### config.mk
export PLATFORM = sky130hd
export DESIGN_NAME = id_ex_pipe_stage
export DESIGN_NICKNAME = d
export VERILOG_FILES = /design/src/rtl/pipe_pkg.sv /design/src/rtl/pipe_skid_buf.sv /design/src/rtl/id_ex_pipe_stage.sv
export SDC_FILE = /design/constraint.sdc
export NUM_CORES = 1
export LEC_CHECK = 0
export ABC_AREA = 1
export CAP_MARGIN = 30
export CORE_ASPECT_RATIO = 1.4
export CORE_UTILIZATION = 35
export CTS_CLUSTER_SIZE = 20
export DETAILED_ROUTE_END_ITERATION = 10
export GPL_ROUTABILITY_DRIVEN = 0
export PLACE_DENSITY = 0.72
export SLEW_MARGIN = 30
export SYNTH_ARGS = -nofsm -noshare
export SYNTH_HDL_FRONTEND = slang
export SYNTH_SLANG_ARGS = --single-unit
### constraint.sdc
create_clock -name clk -period 1.74 [get_ports clk]
set_input_delay 0.348 -clock clk [delete_from_list [all_inputs] [get_ports clk]]
set_output_delay 0.348 -clock clk [all_outputs]
set_load 0.1 [all_outputs]
### src/rtl/pipe_pkg.sv
// Shared pipeline types: control bundles, ID/EX payload layout and stage states.
package pipe_pkg;

    localparam int INTERNAL_BITS = 32;
    localparam int REG_BITS      = 5;
    localparam int EX_W          = 4;
    localparam int M_W           = 3;
    localparam int WB_W          = 2;

    typedef struct packed {
        logic       reg_dst;
        logic [1:0] alu_op;
        logic       alu_src;
    } ex_ctrl_t;

    typedef struct packed {
        logic branch;
        logic mem_read;
        logic mem_write;
    } m_ctrl_t;

    typedef struct packed {
        logic reg_write;
        logic mem_to_reg;
    } wb_ctrl_t;

    typedef struct packed {
        ex_ctrl_t                 ex;
        m_ctrl_t                  m;
        wb_ctrl_t                 wb;
        logic [INTERNAL_BITS-1:0] rd1;
        logic [INTERNAL_BITS-1:0] rd2;
        logic [INTERNAL_BITS-1:0] imm;
        logic [INTERNAL_BITS-1:0] pc;
        logic [REG_BITS-1:0]      rt;
        logic [REG_BITS-1:0]      rd;
    } id_ex_payload_t;

    typedef enum logic [1:0] {
        EMPTY = 2'd0,
        FULL  = 2'd1,
        SKID  = 2'd2
    } pipe_state_t;

endpackage

### src/rtl/pipe_skid_buf.sv
// Skid entry: parks one payload word while the main stage register is stalled.
module pipe_skid_buf #(
    parameter int W = 8
) (
    input  logic         clk,
    input  logic         rst_n,
    input  logic         load,
    input  logic [W-1:0] d,
    output logic [W-1:0] q
);

    // NOTE: sequential state uses non-blocking assignments so every flop samples pre-edge values.
    always_ff @(posedge clk or negedge rst_n) begin
        if (!rst_n) begin
            q <= '0;
        end else if (load) begin
            q <= d;
        end
    end

endmodule

### src/rtl/id_ex_pipe_stage.sv
// ID->EX stage register with valid/ready handshake, flush-to-bubble and control masking.
// Define ID_EX_SKID_EN to add a registered-ready skid entry (EMPTY/FULL/SKID).
module id_ex_pipe_stage
    import pipe_pkg::*;
#(
    parameter int DATA_W = INTERNAL_BITS,
    parameter int REG_W  = REG_BITS,
    parameter int EX_W   = pipe_pkg::EX_W,
    parameter int M_W    = pipe_pkg::M_W,
    parameter int WB_W   = pipe_pkg::WB_W
) (
    input  logic              clk,
    input  logic              rst_n,
    input  logic              in_valid,
    output logic              in_ready,
    input  logic              flush,
    input  logic [EX_W-1:0]   ex_in,
    input  logic [M_W-1:0]    m_in,
    input  logic [WB_W-1:0]   wb_in,
    input  logic [DATA_W-1:0] rd1_in,
    input  logic [DATA_W-1:0] rd2_in,
    input  logic [DATA_W-1:0] imm_in,
    input  logic [DATA_W-1:0] pc_in,
    input  logic [REG_W-1:0]  rt_in,
    input  logic [REG_W-1:0]  rd_in,
    output logic              out_valid,
    input  logic              out_ready,
    output logic [EX_W-1:0]   ex_out,
    output logic [M_W-1:0]    m_out,
    output logic [WB_W-1:0]   wb_out,
    output logic [DATA_W-1:0] rd1_out,
    output logic [DATA_W-1:0] rd2_out,
    output logic [DATA_W-1:0] imm_out,
    output logic [DATA_W-1:0] pc_out,
    output logic [REG_W-1:0]  rt_out,
    output logic [REG_W-1:0]  rd_out
);

    // Same field order as id_ex_payload_t, sized by this instance's parameters.
    typedef struct packed {
        logic [EX_W-1:0]   ex;
        logic [M_W-1:0]    m;
        logic [WB_W-1:0]   wb;
        logic [DATA_W-1:0] rd1;
        logic [DATA_W-1:0] rd2;
        logic [DATA_W-1:0] imm;
        logic [DATA_W-1:0] pc;
        logic [REG_W-1:0]  rt;
        logic [REG_W-1:0]  rd;
    } payload_t;

    pipe_state_t state_q, state_d;
    payload_t    in_word, main_d, main_q;
    logic        accept, transfer, main_load;

    assign in_word = '{ex: ex_in, m: m_in, wb: wb_in, rd1: rd1_in, rd2: rd2_in,
                       imm: imm_in, pc: pc_in, rt: rt_in, rd: rd_in};

    assign out_valid = (state_q != EMPTY);
    assign accept    = in_valid & in_ready;
    assign transfer  = out_valid & out_ready;

`ifdef ID_EX_SKID_EN
    logic     in_ready_q, skid_load, main_from_skid;
    payload_t skid_word;

    pipe_skid_buf #(.W($bits(payload_t))) u_skid (
        .clk   (clk),
        .rst_n (rst_n),
        .load  (skid_load),
        .d     (in_word),
        .q     (skid_word)
    );

    // Ready is a flop so decode never sees a combinational path from out_ready.
    always_ff @(posedge clk or negedge rst_n) begin
        if (!rst_n) begin
            in_ready_q <= 1'b1;
        end else begin
            in_ready_q <= (state_d != SKID);
        end
    end

    assign in_ready = in_ready_q;
    assign main_d   = main_from_skid ? skid_word : in_word;
`else
    assign in_ready = out_ready | ~out_valid;
    assign main_d   = in_word;
`endif

    // NOTE: every always_comb output gets a default first so no latch can be inferred.
    always_comb begin
        state_d        = state_q;
        main_load      = 1'b0;
`ifdef ID_EX_SKID_EN
        skid_load      = 1'b0;
        main_from_skid = 1'b0;
`endif
        case (state_q)
            EMPTY: begin
                if (accept) begin
                    state_d   = FULL;
                    main_load = 1'b1;
                end
            end
            FULL: begin
                if (transfer && accept) begin
                    main_load = 1'b1;
                end else if (transfer) begin
                    state_d = EMPTY;
`ifdef ID_EX_SKID_EN
                end else if (accept) begin
                    state_d   = SKID;
                    skid_load = 1'b1;
`endif
                end
            end
`ifdef ID_EX_SKID_EN
            SKID: begin
                if (transfer) begin
                    state_d        = FULL;
                    main_load      = 1'b1;
                    main_from_skid = 1'b1;
                end
            end
`endif
            default: state_d = EMPTY;
        endcase

        // Flush drops held and incoming words; the main register keeps its old data.
        if (flush) begin
            state_d   = EMPTY;
            main_load = 1'b0;
`ifdef ID_EX_SKID_EN
            skid_load = 1'b0;
`endif
        end
    end

    always_ff @(posedge clk or negedge rst_n) begin
        if (!rst_n) begin
            state_q <= EMPTY;
        end else begin
            state_q <= state_d;
        end
    end

    // NOTE: the payload register is reset too, because outputs must read zero out of reset.
    always_ff @(posedge clk or negedge rst_n) begin
        if (!rst_n) begin
            main_q <= '0;
        end else if (main_load) begin
            main_q <= main_d;
        end
    end

    // Bubbles must never carry a write enable downstream.
    assign ex_out  = main_q.ex & {EX_W{out_valid}};
    assign m_out   = main_q.m  & {M_W{out_valid}};
    assign wb_out  = main_q.wb & {WB_W{out_valid}};
    assign rd1_out = main_q.rd1;
    assign rd2_out = main_q.rd2;
    assign imm_out = main_q.imm;
    assign pc_out  = main_q.pc;
    assign rt_out  = main_q.rt;
    assign rd_out  = main_q.rd;

endmodule

==> results.sh, run 1 <==
export IMPL_start_util=0.357
export IMPL_io_pins=301
export IMPL_wl_per_cell_um=15.6
export IMPL_use_met2=0.310
export IMPL_setup_viol=0
export IMPL_cts_sinks=148
export IMPL_rrSetupSlack_ns=0.28
export IMPL_critPathMaxFanout=5
export IMPL_netlist_top_cells_count="nand2_1, buf_4, dfrtp_1"
export IMPL_fin_total_pwr_mw=15.3
export IMPL_worst_slew_pin_slew_ns=0.371
export IMPL_r2r_start="state_q[0]"
export IMPL_clk_pin_slew_ns=0.07
export IMPL_synth_top_area_cell="dfrtp_1"
export IMPL_ys_types=13
export IMPL_drt_first_pass_iters=4
export IMPL_skew_ns=0.00899
export IMPL_crit_path_max_incr_delay_ns=0.39
export IMPL_finalMaxSlewViolations=0
export IMPL_grt_use_met1=0.220
export IMPL_endpoint_kind="output port"
export IMPL_nNetsFinal=1106
export IMPL_synthesis_area_per_instance_um2=8.81
export IMPL_vias_per_cell=4.57
export IMPL_io_buffer_count=300
export IMPL_fillers=1668
export IMPL_use_met3=0.0523
export IMPL_post_route_min_period_ns=1.72
export IMPL_synth_seq_area_share=0.525
export IMPL_hold_path_class="input port to asynchronous set/reset pin"
export IMPL_slowest_stage="dfrtp_2"
export IMPL_multiInputGateArea_mm2=0.00192
export IMPL_critPathKind="flip-flop to output port"
export IMPL_path_cells="clkbuf_4, nand2_4, buf_12"
export IMPL_grtUsageTotal=0.188
export IMPL_synth_edff_count=0
export IMPL_grt_busiest_layer="met2"
export IMPL_yosys_top_cells_area="dfrtp_1, buf_4, nand2_1, nand3_1, buf_6"
export IMPL_ff_latch_area_mm2=0.00370
export IMPL_rsz0062_at_grt="true"
export IMPL_core_area_mm2=0.0198
export IMPL_r2r_cells=6
export IMPL_placedCellCount=1183
export IMPL_grt_pass1_vias=5523
export IMPL_rr_endpoint="imm_out[9]"
export IMPL_clockBufferDepth=2
export IMPL_timing_final_crit_share=0.989
export IMPL_yosysMostFrequentCell="nand2_1"
export IMPL_dieArea_mm2=0.0207
export IMPL_syn_inst=800
export IMPL_n_antenna_cell=0
export IMPL_status="finished, final reports clean"
export IMPL_ir_drop_v=0.000607
export IMPL_yosys_register_bits=148
export IMPL_synthArstFlopShare=1.00
export IMPL_cp_start_kind="flip-flop"
export IMPL_rows=61
export IMPL_drive_gt1_frac=0.225
export IMPL_clock_latency_ns=0.42
export IMPL_antenna_found_initial=1
export IMPL_synth_warnings=0
export IMPL_die_x_um=122
export IMPL_cts_made_buffers=17
export IMPL_wl_um=19000
export IMPL_cts_tree="done"
export IMPL_grt_first_pass_wirelength_um=29800
export IMPL_leakage_nw=5.50
export IMPL_h_tree_depth=4
export IMPL_overflow=0
export IMPL_drtIter0Drc=274
export IMPL_power_per_cell_area_mw_per_mm2=1340
export IMPL_critical_path_arrival_ns=1.37
export IMPL_synth_top_area_frac=0.525
export IMPL_relSlewSlack=0.753
export IMPL_syn_nets=952
export IMPL_fin_cells=1218
export IMPL_area_growth_pct=62.1
export IMPL_hold_violations=0
export IMPL_die_h_um=170
export IMPL_cap_violations=0
export IMPL_grt_max_degree=83
export IMPL_fmax_ghz=0.581
export IMPL_drc=0
export IMPL_vias=5561
export IMPL_dp_hpwl_um=13300
export IMPL_cts_root_buf="clkbuf_16"
export IMPL_synthFlopType="dfrtp_1"
export IMPL_synth_cell_area_mm2=0.00705
export IMPL_ant_nets=0
export IMPL_required_ns=1.39
## worst max-delay path by stage
stage,startpoint,to,slack (ns)
finish,state_q[0],in_ready,0.02
global route,state_q[0],in_ready,-0.02
CTS,state_q[0],wb_out[1],0.005
detailed placement,in_valid,imm_out[5],0.008
global placement,in_valid,imm_out[5],0.05
floorplan,state_q[0],ex_out[0],0.04
## layout by cell type, fill, tap and decap left out, drive strengths merged
cell type and instances:
bufinv 4, clkinvlp 10, dlygate4sd3 1, clkdlybuf4s50 150, nor2 1, buf 170
nand2 305, clkbuf 21, clkinv 4, a21oi 1, dfrtp 148, nand3 147
inv 4
## repair_timing
| item | CTS | global route |
|---|---|---|
| setup buffers | 1 | 2 |
| hold endpoints to repair | 26 | 0 |
| hold buffers | 1 | 0 |
| resized for setup | 0 | 4 |
| setup endpoints to repair | 9 | 9 |
## registers in the layout, summed over array words and instances (netlist names)
signal   flops
rt_out       5
rd1_out     32
rd_out       5
pc_out      32
imm_out     32
state_q      1
main_q       9
rd2_out     32
## cell families (layout without fill, tap and decap cells)
group / count (synthesis) / count (layout) / synth area share
compound gates: 1 / 1 / 0.000709
buf+inv: 198 / 364 / 0.205
flops: 148 / 148 / 0.525
simple gates: 453 / 453 / 0.269
## through the flow
step	hold slack, ns	setup slack (ns)	utilization	TNS [ns]	area [µm²]
5_1_grt	0.402	-0.0248	0.578	-0.144	11400
4_1_cts	0.383	0.00513	0.577	0	11400
3_3_place_gp	0.254	0.0483	0.544	0	10800
3_5_place_dp	0.256	0.00844	0.544	0	10800
2_1_floorplan	0.0524	0.0403	-	0	7090
6_report	0.391	0.0194	0.578	0	11400
## critical path, delay by kind of cell (launching register included)
family | cells | cell delay [ns]
DFF | 1 | 0.39
buffers and inverters | 2 | 0.39
and+or+nand+nor | 1 | 0.18
## final cells by class
cell class	count	share of cell area
Clock buffer	20	0.0391
Clock inverter	11	0.0154
Inverter	11	0.00657
Multi-Input combinational cell	454	0.168
Sequential cell	148	0.324
Tap cell	252	0.0276
Timing Repair Buffer	322	0.419
## power by group
| group | switching (mW) | internal [mW] |
|---|---|---|
| registers | 0.538 | 3.94 |
| logic | 4.48 | 2.42 |
| clock network | 1.48 | 2.45 |
## layer usage
| layer | share of wire | wire length [µm] |
|---|---|---|
| met2 | 0.52 | 9840 |
| met4 | 0.045 | 859 |
| met1 | 0.38 | 7150 |
| met5 | 0.00068 | 13 |
| met3 | 0.061 | 1160 |
Note: power is estimated with default switching activity, not from simulation.
==> inputs of run 2 (changes only) <==
Settings changed: ABC_AREA 1 to unset, PLACE_DENSITY 0.72 to 0.73.
==> results.sh, run 2 <==
export IMPL_power_per_cell_area_mw_per_mm2=1440
export IMPL_cp_start_kind="flip-flop"
export IMPL_critical_path_arrival_ns=2.08
export IMPL_vias_per_cell=4.47
export IMPL_clock_latency_ns=0.41
export IMPL_status="finished, violations left"
export IMPL_synthesis_area_per_instance_um2=14.7
export IMPL_r2r_start="state_q[0]"
export IMPL_rr_endpoint="pc_out[30]"
export IMPL_wl_met1_um=6170
export IMPL_power_switching_mw=7.22
export IMPL_io_pins=301
export IMPL_post_dp_cell_area_mm2=0.0106
export IMPL_wl_um=17700
export IMPL_critPathMaxFanout=15
export IMPL_leakage_nw=5.16
export IMPL_violations="setup timing"
export IMPL_worst_slew_pin_slew_ns=0.409
export IMPL_stdcell_area_mm2=0.0116
export IMPL_cts_root_buf="clkbuf_16"
export IMPL_h_tree_depth=4
export IMPL_area_growth_pct=70.7
export IMPL_clk_pin_slew_ns=0.06
export IMPL_whs_ns=0.416
export IMPL_yosys_register_bits=148
export IMPL_r2r_cells=5
export IMPL_crit_family="flip-flops"
export IMPL_grt_first_pass_wirelength_um=25400
export IMPL_dp_hpwl_um=12800
export IMPL_critPathKind="flip-flop to flip-flop"
export IMPL_tns_ns=-1.19
export IMPL_wl_per_cell_um=19.3
export IMPL_p_int_mw=9.49
export IMPL_setup_viol=59
export IMPL_rrSetupSlack_ns=-0.04
export IMPL_nNetsFinal=807
export IMPL_overflow=0
export IMPL_dr_wl_met2_um=10100
export IMPL_vias=4096
export IMPL_clockBufferDepth=2
export IMPL_post_place_ws_ns=-0.303
export IMPL_timing_final_crit_share=1.03
export IMPL_fmax_ghz=0.560
export IMPL_drtIter0Drc=132
export IMPL_drc=0
export IMPL_n_antenna_cell=0
export IMPL_rsz0062_at_grt="true"
export IMPL_ant_nets=0
export IMPL_final_core_util=0.608
export IMPL_syn_inst=463
export IMPL_grt_max_degree=53
export IMPL_synth_top_area_cell="dfrtp_1"
export IMPL_ys_types=12
export IMPL_endpoint_kind="flip-flop"
export IMPL_finalWorstSetupSlack_ns=-0.0449
export IMPL_combPwrFrac=0.497
export IMPL_synth_cell_area_mm2=0.00682
export IMPL_hold_path_class="input port to asynchronous set/reset pin"
export IMPL_met3_length_um=1160
export IMPL_synth_edff_count=0
export IMPL_finalMaxSlewViolations=0
export IMPL_post_route_min_period_ns=1.78
export IMPL_grt_pass1_vias=4663
export IMPL_hold_violations=0
export IMPL_dieArea_mm2=0.0200
export IMPL_cap_violations=0
export IMPL_final_common_cell="buf_12"
export IMPL_antenna_found_initial=0
export IMPL_drive_gt1_frac=0.551
export IMPL_required_ns=2.03
export IMPL_synth_warnings=0
export IMPL_grtUsageTotal=0.167
export IMPL_fillers=1413
export IMPL_yosys_top_cells_area="dfrtp_1, mux2_2, buf_4, buf_12, mux2_4"
export IMPL_crit_path_max_incr_delay_ns=0.50
export IMPL_slowest_stage="dfrtp_4"
export IMPL_syn_nets=615
export IMPL_p_clk_frac=0.222
export IMPL_pwr_share_seq=0.281
export IMPL_synth_top_area_frac=0.543
export IMPL_swShare=0.432
export IMPL_rows=60
export IMPL_cts_sinks=148
export IMPL_cp_num_buf_inv=2
export IMPL_yosysMostFrequentCell="dfrtp_1"
export IMPL_core_area_mm2=0.0191
export IMPL_synthArstFlopShare=1.00
export IMPL_final_cell_mix="buf_12, clkdlybuf4s50_1, dfrtp_1"
export IMPL_path_cells="nor2b_4, nor3b_4, buf_6, clkbuf_16, mux2_2"
export IMPL_relSlewSlack=0.727
export IMPL_synthFlopType="dfrtp_1"
export IMPL_start_util=0.356
export IMPL_die_x_um=120
export IMPL_synth_seq_area_share=0.543
export IMPL_top_layer="met4"
export IMPL_cts_made_buffers=17
export IMPL_ir_drop_v=0.000739
export IMPL_die_h_um=167
export IMPL_drt_first_pass_iters=4
export IMPL_cts_tree="done"
export IMPL_io_buffer_count=300
export IMPL_netlist_top_cells_count="dfrtp_1, buf_4, mux2_2"
export IMPL_skew_ns=0.00489
-- run 2: cell types whose count changed in the layout (fill, tap and decap cells not counted), moves of 5 or more --
cell        delta
and2_4         +9
buf_12         -6
buf_6          +5
clkinvlp_4     -7
mux2_2        +49
mux2_4        +98
nand2_1      -299
nand3_1      -147
-- run 2: kinds of logic after synthesis --
logic type / after synthesis / synth area share
mux: 147 / 0.248
flops: 148 / 0.543
simple gates: 13 / 0.0141
buf+inv: 155 / 0.194
-- run 2: worst max-delay path by stage --
| stage | cells after the start | slack, ns | startpoint | to |
|---|---|---|---|---|
| after floorplan | 5 | -0.10 | state_q[0] | imm_out[0] |
| after global placement | 6 | -0.24 | out_ready | imm_out[28] |
| after detailed placement | 6 | -0.30 | out_ready | pc_out[4] |
| after CTS | 3 | -0.02 | state_q[0] | ex_out[1] |
| after global routing | 5 | -0.09 | state_q[0] | pc_out[30] |
| final | 5 | -0.04 | state_q[0] | pc_out[30] |
-- run 2: area by class of cell --
class,count,area [µm²],share of cell area
inverters,1,6.26,0.000538
clock inverters,14,163,0.0140
flip-flops and latches,148,3710,0.319
multi-input cells,160,2140,0.184
well taps,248,310,0.0267
repair buffers,327,4870,0.418
clock buffers,18,439,0.0377
-- run 2: metrics by stage --
step	cells	total power, mW
floorplan	463	10.2
global placement	876	12.7
detailed placement	876	12.8
CTS	911	16.6
global route	916	17.2
finish	916	16.7
-- run 2: power by group through the flow --
stage | Clock [mW] | Combinational, mW | Sequential [mW]
2_1_floorplan | 0 | 5.91 | 4.31
3_3_place_gp | 0 | 7.97 | 4.69
3_5_place_dp | 0 | 8.06 | 4.74
4_1_cts | 3.81 | 8.08 | 4.69
5_1_grt | 3.94 | 8.47 | 4.77
6_report | 3.71 | 8.30 | 4.70
-- run 2: what timing repair did --
action | CTS | global route
cloned | 1 | 4
setup endpoints to repair | 10 | 137
gates resized for setup | 10 | 89
endpoints found under the hold margin | 33 | 0
hold buffers | 1 | 0
buffers inserted | 1 | 1
-- run 2: layer usage --
| layer | global-route usage | up-vias |
|---|---|---|
| li1 | - | 1794 |
| met5 | 0 | - |
| met3 | 0.0514 | 20 |
| met2 | 0.322 | 196 |
| met4 | 0.0576 | 0 |
| met1 | 0.164 | 2086 |
-- run 2: worst register-to-register path, stage by stage, from the launching register on --
cell	delay (ns)
dfrtp_4	0.50
nor2b_4	0.15
nor3b_4	0.23
buf_6	0.22
clkbuf_16	0.22
mux2_2	0.34
==> inputs of run 3 (changes only) <==
Settings changed: PLACE_DENSITY 0.73 to 0.69.
==> results.sh, run 3 (synthesized netlist as in run 2, its figures left out) <==
export IMPL_hold_violations=0
export IMPL_clock_latency_ns=0.42
export IMPL_crit_family="flip-flops"
export IMPL_rows=60
export IMPL_fillers=1456
export IMPL_nNetsFinal=804
export IMPL_skew_ns=0.00505
export IMPL_io_pins=301
export IMPL_grt_first_pass_wirelength_um=25200
export IMPL_die_x_um=120
export IMPL_dp_hpwl_um=12600
export IMPL_timing_final_crit_share=1.01
export IMPL_antenna_found_initial=0
export IMPL_critical_path_arrival_ns=1.40
export IMPL_violations="setup timing"
export IMPL_grt_max_degree=47
export IMPL_power_per_cell_area_mw_per_mm2=1450
export IMPL_final_common_cell="buf_12"
export IMPL_finalWorstSetupSlack_ns=-0.00874
export IMPL_wl_per_cell_um=18.1
export IMPL_crit_path_max_incr_delay_ns=0.50
export IMPL_io_buffer_count=300
export IMPL_rsz0062_at_grt="true"
export IMPL_drc=0
export IMPL_final_cell_mix="buf_12, clkdlybuf4s50_1, dfrtp_1"
export IMPL_cts_made_buffers=17
export IMPL_required_ns=1.39
export IMPL_drt_first_pass_iters=4
export IMPL_relSlewSlack=0.731
export IMPL_vias_per_cell=4.42
export IMPL_post_route_min_period_ns=1.75
export IMPL_cp_start_kind="flip-flop"
export IMPL_vias=4033
export IMPL_dieArea_mm2=0.0200
export IMPL_cts_root_buf="clkbuf_16"
export IMPL_fin_cells=913
export IMPL_cts_sinks=148
export IMPL_ir_drop_v=0.000728
export IMPL_clk_pin_slew_ns=0.07
export IMPL_top_layer="met4"
export IMPL_cts_tree="done"
export IMPL_grt_pass1_vias=4592
export IMPL_placedCellCount=876
export IMPL_cap_violations=0
export IMPL_worst_slew_pin_slew_ns=0.404
export IMPL_die_h_um=167
export IMPL_wl_um=16500
export IMPL_wl_met1_um=5610
export IMPL_whs_ns=0.421
export IMPL_dr_wl_met2_um=9350
export IMPL_area_growth_pct=66.5
export IMPL_met3_length_um=1100
export IMPL_fmax_ghz=0.572
export IMPL_critPathMaxFanout=3
export IMPL_endpoint_kind="output port"
export IMPL_slowest_stage="dfrtp_4"
export IMPL_h_tree_depth=4
export IMPL_critPathKind="flip-flop to output port"
export IMPL_setup_viol=3
export IMPL_overflow=0
export IMPL_core_area_mm2=0.0191
export IMPL_ant_nets=0
export IMPL_grtUsageTotal=0.167
export IMPL_drtIter0Drc=108
export IMPL_path_cells="nor2b_4, buf_6, inv_4, buf_12"
export IMPL_cp_num_buf_inv=3
export IMPL_start_util=0.356
export IMPL_n_antenna_cell=0
export IMPL_status="finished, violations left"
export IMPL_clockBufferDepth=2
export IMPL_finalMaxSlewViolations=0
export IMPL_leakage_nw=4.91
export IMPL_drive_gt1_frac=0.547
export IMPL_hold_path_class="input port to asynchronous set/reset pin"
-- run 3: cell type report --
cell class              instances  area (µm²)  area share
repair buffers                324        4820       0.425
flip-flops and latches        148        3710       0.327
multi-input cells             160        1910       0.168
clock buffers                  20         457      0.0402
well taps                     248         310      0.0273
clock inverters                12         145      0.0128
inverters                       1        6.26    0.000551
-- run 3: routing by layer --
layer	global-route usage	up-vias
li1	-	1787
met1	0.167	2027
met2	0.308	190
met3	0.0531	29
met4	0.0750	0
met5	0	-
-- run 3: timing repair --
action | in CTS | in global routing
pin swaps | 0 | 0
cloned | 0 | 3
endpoints found under the hold margin | 33 | 0
hold buffers | 1 | 0
resized for setup | 6 | 30
endpoints found under the setup margin | 10 | 119
setup buffers | 1 | 0
-- run 3: per-stage QoR --
| stage | area (µm²) | TNS, ns | power, mW | utilization | worst slack, ns |
|---|---|---|---|---|---|
| 6_report | 11400 | -0.0119 | 16.5 | 0.593 | -0.00874 |
| 5_1_grt | 11400 | -2.95 | 17.0 | 0.593 | -0.0542 |
| 4_1_cts | 11200 | -0.237 | 16.6 | 0.586 | -0.0342 |
| 3_5_place_dp | 10600 | -41.86 | 12.8 | 0.553 | -0.327 |
| 3_3_place_gp | 10600 | -35.56 | 12.7 | 0.553 | -0.271 |
| 2_1_floorplan | 6870 | -12.99 | 10.2 | - | -0.103 |
-- run 3: final timing paths --
| path | slack [ns] | cells after the start | endpoint | from |
|---|---|---|---|---|
| max | -0.009 | 4 | in_ready | state_q[0] |
| min | 0.42 | 2 | rd1_out[1] | rst_n |
| max reg2reg | 0 | 5 | rd2_out[4] | state_q[0] |
| min reg2reg | 0.52 | 1 | main_q[145] | main_q[145] |
| max in group asynchronous | 0.72 | 3 | rd2_out[16] | rst_n |
| min in group clk | 0.52 | 1 | main_q[145] | main_q[145] |
-- run 3: power by group --
part / switching (mW) / total (mW) / internal [mW]
logic: 4.99 / 8.10 / 3.12
registers: 0.635 / 4.67 / 4.03
clock network: 1.50 / 3.72 / 2.22
total: 7.12 / 16.5 / 9.37
